<file path="config.mk">
export PLATFORM = sky130hd
export DESIGN_NAME = vram_ctrl
export DESIGN_NICKNAME = d
export VERILOG_FILES = /design/src/rtl/vram_pkg.sv /design/src/rtl/vram_blkop.sv /design/src/rtl/vram_ctrl.sv
export SDC_FILE = /design/constraint.sdc
export NUM_CORES = 1
export LEC_CHECK = 0
export ABC_AREA = 1
export ABC_CLOCK_PERIOD_IN_PS = 2400
export CAP_MARGIN = 20
export CORE_MARGIN = 2
export CORE_UTILIZATION = 25
export CTS_CLUSTER_SIZE = 40
export DETAILED_ROUTE_END_ITERATION = 10
export GPL_TIMING_DRIVEN = 0
export PLACE_DENSITY = 0.5
export REMOVE_ABC_BUFFERS = 1
export SYNTH_ARGS = -nofsm -noshare
export SYNTH_HDL_FRONTEND = slang
export SYNTH_HIERARCHICAL = 1
export SYNTH_SLANG_ARGS = --single-unit
</file>
<file path="constraint.sdc">
create_clock -name clk -period 2.4 [get_ports clk]
set_input_delay 0.24 -clock clk [delete_from_list [all_inputs] [get_ports clk]]
set_output_delay 0.24 -clock clk [all_outputs]
set_load 0.01 [all_outputs]
</file>
<file path="src/rtl/vram_pkg.sv">
// vram_pkg: shared constants, command encodings and engine states for vram_ctrl
package vram_pkg;
  localparam int ROW_BYTES = 32;
  localparam int MEM_BYTES = 1024;
  localparam logic [1:0] CMD_NOP = 2'b00;
  localparam logic [1:0] CMD_CLR = 2'b01;
  localparam logic [1:0] CMD_SCROLL = 2'b10;
  typedef enum logic [2:0] {ST_IDLE, ST_CLR, ST_SCR_RD, ST_SCR_WR, ST_SCR_FILL} eng_state_e;
endpackage

</file>
<file path="src/rtl/vram_blkop.sv">
// vram_blkop: block-operation engine (screen clear and one-row scroll-up) requesting the shared RAM port
module vram_blkop
  import vram_pkg::*;
#(
  parameter int ROW_BYTES = vram_pkg::ROW_BYTES,
  parameter int MEM_BYTES = vram_pkg::MEM_BYTES
) (
  input  logic       clk,
  input  logic       reset_n,
  input  logic       cmd_we,
  input  logic [1:0] cmd,
  input  logic [7:0] fill,
  input  logic       gnt,
  input  logic [7:0] ram_dout,
  output logic       req,
  output logic [9:0] addr,
  output logic       we,
  output logic [7:0] wdata,
  output logic       busy
);
  localparam logic [9:0] LAST = 10'(MEM_BYTES - 1);
  localparam logic [9:0] LAST_MOVE = 10'(MEM_BYTES - ROW_BYTES - 1);
  localparam logic [9:0] ROW = 10'(ROW_BYTES);
  eng_state_e state_q;
  logic [9:0] cnt_q;
  logic [7:0] hold_q;
  logic [7:0] fill_q;
  logic       rd_q;
  assign busy = state_q != ST_IDLE;
  assign req = busy;
  assign we = state_q inside {ST_CLR, ST_SCR_WR, ST_SCR_FILL};
  assign addr = state_q == ST_SCR_RD ? cnt_q + ROW : cnt_q;
  // the write right after a granted read takes ram_dout directly, since hold_q only updates at that edge
  assign wdata = state_q != ST_SCR_WR ? fill_q : rd_q ? ram_dout : hold_q;
  // engine FSM: advances only on granted cycles; read data is captured the cycle after a read grant
  always_ff @(posedge clk or negedge reset_n) begin
    if (!reset_n) begin
      state_q <= ST_IDLE;
      cnt_q <= '0;
      hold_q <= '0;
      fill_q <= '0;
      rd_q <= 1'b0;
    end else begin
      rd_q <= gnt && state_q == ST_SCR_RD;
      if (rd_q) hold_q <= ram_dout;
      case (state_q)
        ST_IDLE: if (cmd_we && (cmd == CMD_CLR || cmd == CMD_SCROLL)) begin
          state_q <= cmd == CMD_CLR ? ST_CLR : ST_SCR_RD;
          cnt_q <= '0;
          fill_q <= fill;
        end
        ST_SCR_RD: if (gnt) state_q <= ST_SCR_WR;
        ST_SCR_WR: if (gnt) begin
          cnt_q <= cnt_q + 10'd1;
          state_q <= cnt_q == LAST_MOVE ? ST_SCR_FILL : ST_SCR_RD;
        end
        ST_CLR, ST_SCR_FILL: if (gnt) begin
          cnt_q <= cnt_q + 10'd1;
          if (cnt_q == LAST) state_q <= ST_IDLE;
        end
        default: state_q <= ST_IDLE;
      endcase
    end
  end
endmodule

</file>
<file path="src/rtl/vram_ctrl.sv">
// vram_ctrl: fixed-priority, stall-based arbiter sharing the video RAM port among video, CPU and block engine
module vram_ctrl
  import vram_pkg::*;
#(
  parameter int ROW_BYTES = vram_pkg::ROW_BYTES,
  parameter int MEM_BYTES = vram_pkg::MEM_BYTES
) (
  input  logic       clk,
  input  logic       reset_n,
  input  logic       vid_req,
  input  logic [9:0] vid_addr,
  input  logic       cpu_sel,
  input  logic       cpu_we,
  input  logic [9:0] cpu_addr,
  input  logic [7:0] cpu_din,
  output logic       cpu_rdy,
  input  logic       cmd_we,
  input  logic [1:0] cmd,
  input  logic [7:0] fill,
  output logic       busy,
  output logic [9:0] ram_addr,
  output logic       ram_we,
  output logic [7:0] ram_din,
  input  logic [7:0] ram_dout
);
  logic       rp_q;
  logic       rp_we_q;
  logic [9:0] rp_addr_q;
  logic [7:0] rp_din_q;
  logic       coll;
  logic       live_g;
  logic       eng_req;
  logic       eng_gnt;
  logic       eng_we;
  logic [9:0] eng_addr;
  logic [7:0] eng_din;
  assign coll = cpu_sel && vid_req && !rp_q;
  assign live_g = cpu_sel && !vid_req && !rp_q;
  assign eng_gnt = eng_req && !vid_req && !rp_q && !cpu_sel;
  assign cpu_rdy = !rp_q;
  vram_blkop #(.ROW_BYTES(ROW_BYTES), .MEM_BYTES(MEM_BYTES)) u_blkop (
    .clk(clk),
    .reset_n(reset_n),
    .cmd_we(cmd_we),
    .cmd(cmd),
    .fill(fill),
    .gnt(eng_gnt),
    .ram_dout(ram_dout),
    .req(eng_req),
    .addr(eng_addr),
    .we(eng_we),
    .wdata(eng_din),
    .busy(busy)
  );
  // port mux, highest priority first: video, replayed CPU, live CPU, engine
  always_comb begin
    ram_addr = vid_req ? vid_addr : rp_q ? rp_addr_q : live_g ? cpu_addr : eng_gnt ? eng_addr : '0;
    ram_we = !vid_req && (rp_q ? rp_we_q : live_g ? cpu_we : eng_gnt && eng_we);
    ram_din = vid_req ? '0 : rp_q ? rp_din_q : live_g ? cpu_din : eng_gnt ? eng_din : '0;
  end
  // a CPU access that loses to video is captured and replayed next cycle while cpu_rdy is low
  always_ff @(posedge clk or negedge reset_n) begin
    if (!reset_n) begin
      rp_q <= 1'b0;
      rp_we_q <= 1'b0;
      rp_addr_q <= '0;
      rp_din_q <= '0;
    end else begin
      rp_q <= coll;
      if (coll) begin
        rp_we_q <= cpu_we;
        rp_addr_q <= cpu_addr;
        rp_din_q <= cpu_din;
      end
    end
  end
endmodule

</file>
==> results_dict.tcl <==
set metrics [dict create \
    setup_tns_ps 0 \
    path_class "register to primary output" \
    numCtsBuffers 5 \
    final-seq-area_mm2 0.00126 \
    fill_cells 1389 \
    synth_ff_type "dfrtp_1" \
    synthXorXnorAreaFrac 0.0214 \
    utilization 0.348 \
    hpwlAfterDp_mm 6.35 \
    syn_area_per_cell_um2 7.24 \
    cpMostUsedCell "nand2_1" \
    crit_required_ps 2160 \
    path_cells "buf_4, nand2_4, nor2_4, buf_4, nand2_1, nand2_1, nand2_1, a21oi_1, dlygate4sd2_1" \
    io_pins 73 \
    netlist_area_mm2 0.00327 \
    syn_to_final_growth_pct 35.1 \
    synth_cell_types 28 \
    drive_gt1_frac 0.166 \
    viasPerCell 4.46 \
    slowest_stage "dfrtp_2" \
    critical-path-max-stage-delay_ps 390 \
    syn_inst 452 \
    synth-seq-cells 50 \
    routed_wl_mm 9.23 \
    clk_latency_ps 280 \
    grt_pass1_vias 3015 \
    rsz0062_at_grt "true" \
    synth_fa_ha_area_frac 0.0115 \
    h-tree-depth 2 \
    synth_top_area_frac 0.382 \
    relSlewSlack 0.561 \
    setup_viol 0 \
    cp_max_fo 6 \
    drc 0 \
    worst_pin_slew_ps 658 \
    synth_edf_count 0 \
    fmax_ghz 0.439 \
    initial_core_util 0.257 \
    skew_ps 6.53 \
    placed_cells 672 \
    cts_tree "done" \
    ant_nets 0 \
    yosysWarnings 6 \
    post_drt_wl_per_cell_um 13.2 \
    synth.area.top_cells "dfrtp_1, nand2_1, nand3_1" \
    floorplan.rows 41 \
    post-route-period-util 0.950 \
    fp.dieH_um 118 \
    totalPowerFinal_mw 3.61 \
    min_period_ps 2280 \
    vias 3130 \
    grt_max_degree 30 \
    crit_arrival_ps 2040 \
    dr.pass1.iters 4 \
    multi_input_area_mm2 0.00175 \
    r2r_end "rp_addr_q[0]" \
    chipWidth_um 118 \
    maxCapViolCount 0 \
    critPathCaptureType "primary output" \
    drtIter0Drc 233 \
    post-place-ws_ps -1050 \
    finalHoldViolCount 0 \
    synthArstFlopShare 1.00 \
    peakVddDrop_mv 0.397 \
    clkSinkCount 50 \
    rr_startpoint "rp_q" \
    antenna_found_initial 0 \
    synth-simple-area-share 0.383 \
    gp_congestion 0.789 \
    dieArea_mm2 0.0140 \
    coreArea_mm2 0.0127 \
    grt.overflow.total 0 \
    stdcell_count 702 \
    slew_violations 0 \
    rr_worst_depth 6 \
    clk_path_buf_depth 2 \
    nets 584 \
    grt.total_usage 0.130 \
    ys_seq_area_frac 0.382 \
    io_buffers 72 \
    cts_root_buf "clkbuf_16" \
    cts.reportedPaths.clkPinSlew_ps 70 \
    critPathLaunchType "register" \
    synth.mux.area_fraction 0.0275 \
    r2r_setup_slack_ps 280 \
    min_path_type "input pin to async pin" \
    grt_pass1_wl_mm 15.0 \
    synth_compound_area_frac 0.0848 \
    setup_ws_ps 120 \
    outcome "complete, no violations" \
    synth_top_family_by_area "simple AND/OR/NAND/NOR gates" \
    diodes 0 \
    synth_top_cell_by_area "dfrtp_1" \
    power_density_mw_per_mm2 816 \
    leakage_nw 2.19 \
]
cell usage in the layout (no fill, tap or decap), drive strengths merged:
cell type / n
inv: 24
clkbuf: 7
a21oi: 28
dlygate4sd2: 10
mux2: 8
clkinvlp: 4
nand2: 204
nor2: 40
clkdlybuf4s50: 55
xor2: 8
dlygate4sd3: 1
nand3: 38
clkdlybuf4s15: 1
dfrtp: 50
o21ai: 20
ha: 3
nand3b: 1
bufinv: 1
nor3: 1
dlymetal6s2s: 5
buf: 21
Yosys cell counts, types with 2 or more instances:
library cell	n
nand2_1	189
nor2_1	34
inv_2	5
buf_6	4
xor2_1	8
nor2_4	3
dfrtp_1	50
nand2_4	4
clkbuf_1	2
mux2_2	8
inv_1	21
nor2_2	2
o21ai_2	9
nand3_2	2
ha_1	3
o21ai_0	11
buf_4	9
buf_2	8
nand2_2	10
nand3_1	36
a21oi_1	27
metrics by stage:
stage               hold WS [ps]  area [µm²]
floorplan                  -55.6        3080
global placement             456        4020
detailed placement           257        4030
CTS                          480        4330
global route                 504        4420
finish                       472        4420
per-layer routing:
layer | vias up | global-route usage | share of wire
li1 | 1574 | - | -
met1 | 1483 | 0.176 | 0.48
met3 | 2 | 0.0290 | 0.048
met2 | 71 | 0.212 | 0.47
met4 | 0 | 0.0320 | 0.0038
met5 | - | 0 | 0
final cells by class:
type                       count  share of cell area
clock inverter                 2             0.00849
multi-input combinational    351               0.396
inverter                      26              0.0255
clock buffer                   6              0.0291
sequential                    50               0.285
timing repair buffer          94               0.206
tap                          172              0.0487
timing repair inverter         1             0.00170
cell families (layout without fill, tap and decap cells):
kind of cell               count (synthesis)  in the layout
buffers and inverters                     51            129
adders and majority gates                  3              3
AOI/OAI and AO/OA                         48             48
DFF                                       50             50
and+or+nand+nor                          284            284
muxes                                      8              8
xor gates and xnor gates                   8              8
power breakdown:
| part | internal, mW | leakage (nW) | switching [mW] |
|---|---|---|---|
| logic | 0.646 | 1.49 | 0.968 |
| clock network | 0.493 | 0.0771 | 0.309 |
| registers | 1.06 | 0.626 | 0.131 |
flip-flops by register name, indices dropped and copies added, names as in the netlist:
| register | cells |
|---|---|
| rp_addr_q | 10 |
| u_blkop/cnt_q | 10 |
| u_blkop/rd_q | 1 |
| u_blkop/fill_q | 8 |
| u_blkop/state_q | 3 |
| rp_we_q | 1 |
| rp_q | 1 |
| u_blkop/hold_q | 8 |
| rp_din_q | 8 |
worst max-delay path by stage:
stage | start | to | cells after the start
floorplan | u_blkop/state_q[0] | u_blkop/state_q[0] | 13
detailed placement | vid_req | ram_we | 7
global route | cpu_sel | ram_addr[2] | 8
CTS | u_blkop/state_q[2] | ram_din[2] | 8
finish | u_blkop/state_q[0] | ram_din[4] | 9
global placement | vid_req | ram_we | 7
timing repair:
action,CTS,global route
hold buffers,1,0
hold endpoints to repair,21,0
buffers inserted,12,8
setup endpoints to repair,61,25
pin swaps,5,1
gates cloned,1,0
resized for setup,30,10
critical path, delay by kind of cell, from the launching register on:
| kind | cells | cell delay (ps) |
|---|---|---|
| AND/OR/NAND/NOR | 5 | 510 |
| AO/OA/AOI/OAI | 1 | 190 |
| buffers and inverters | 3 | 650 |
| flip-flops | 1 | 390 |
No activity file was read; power rests on OpenSTA's default activity.
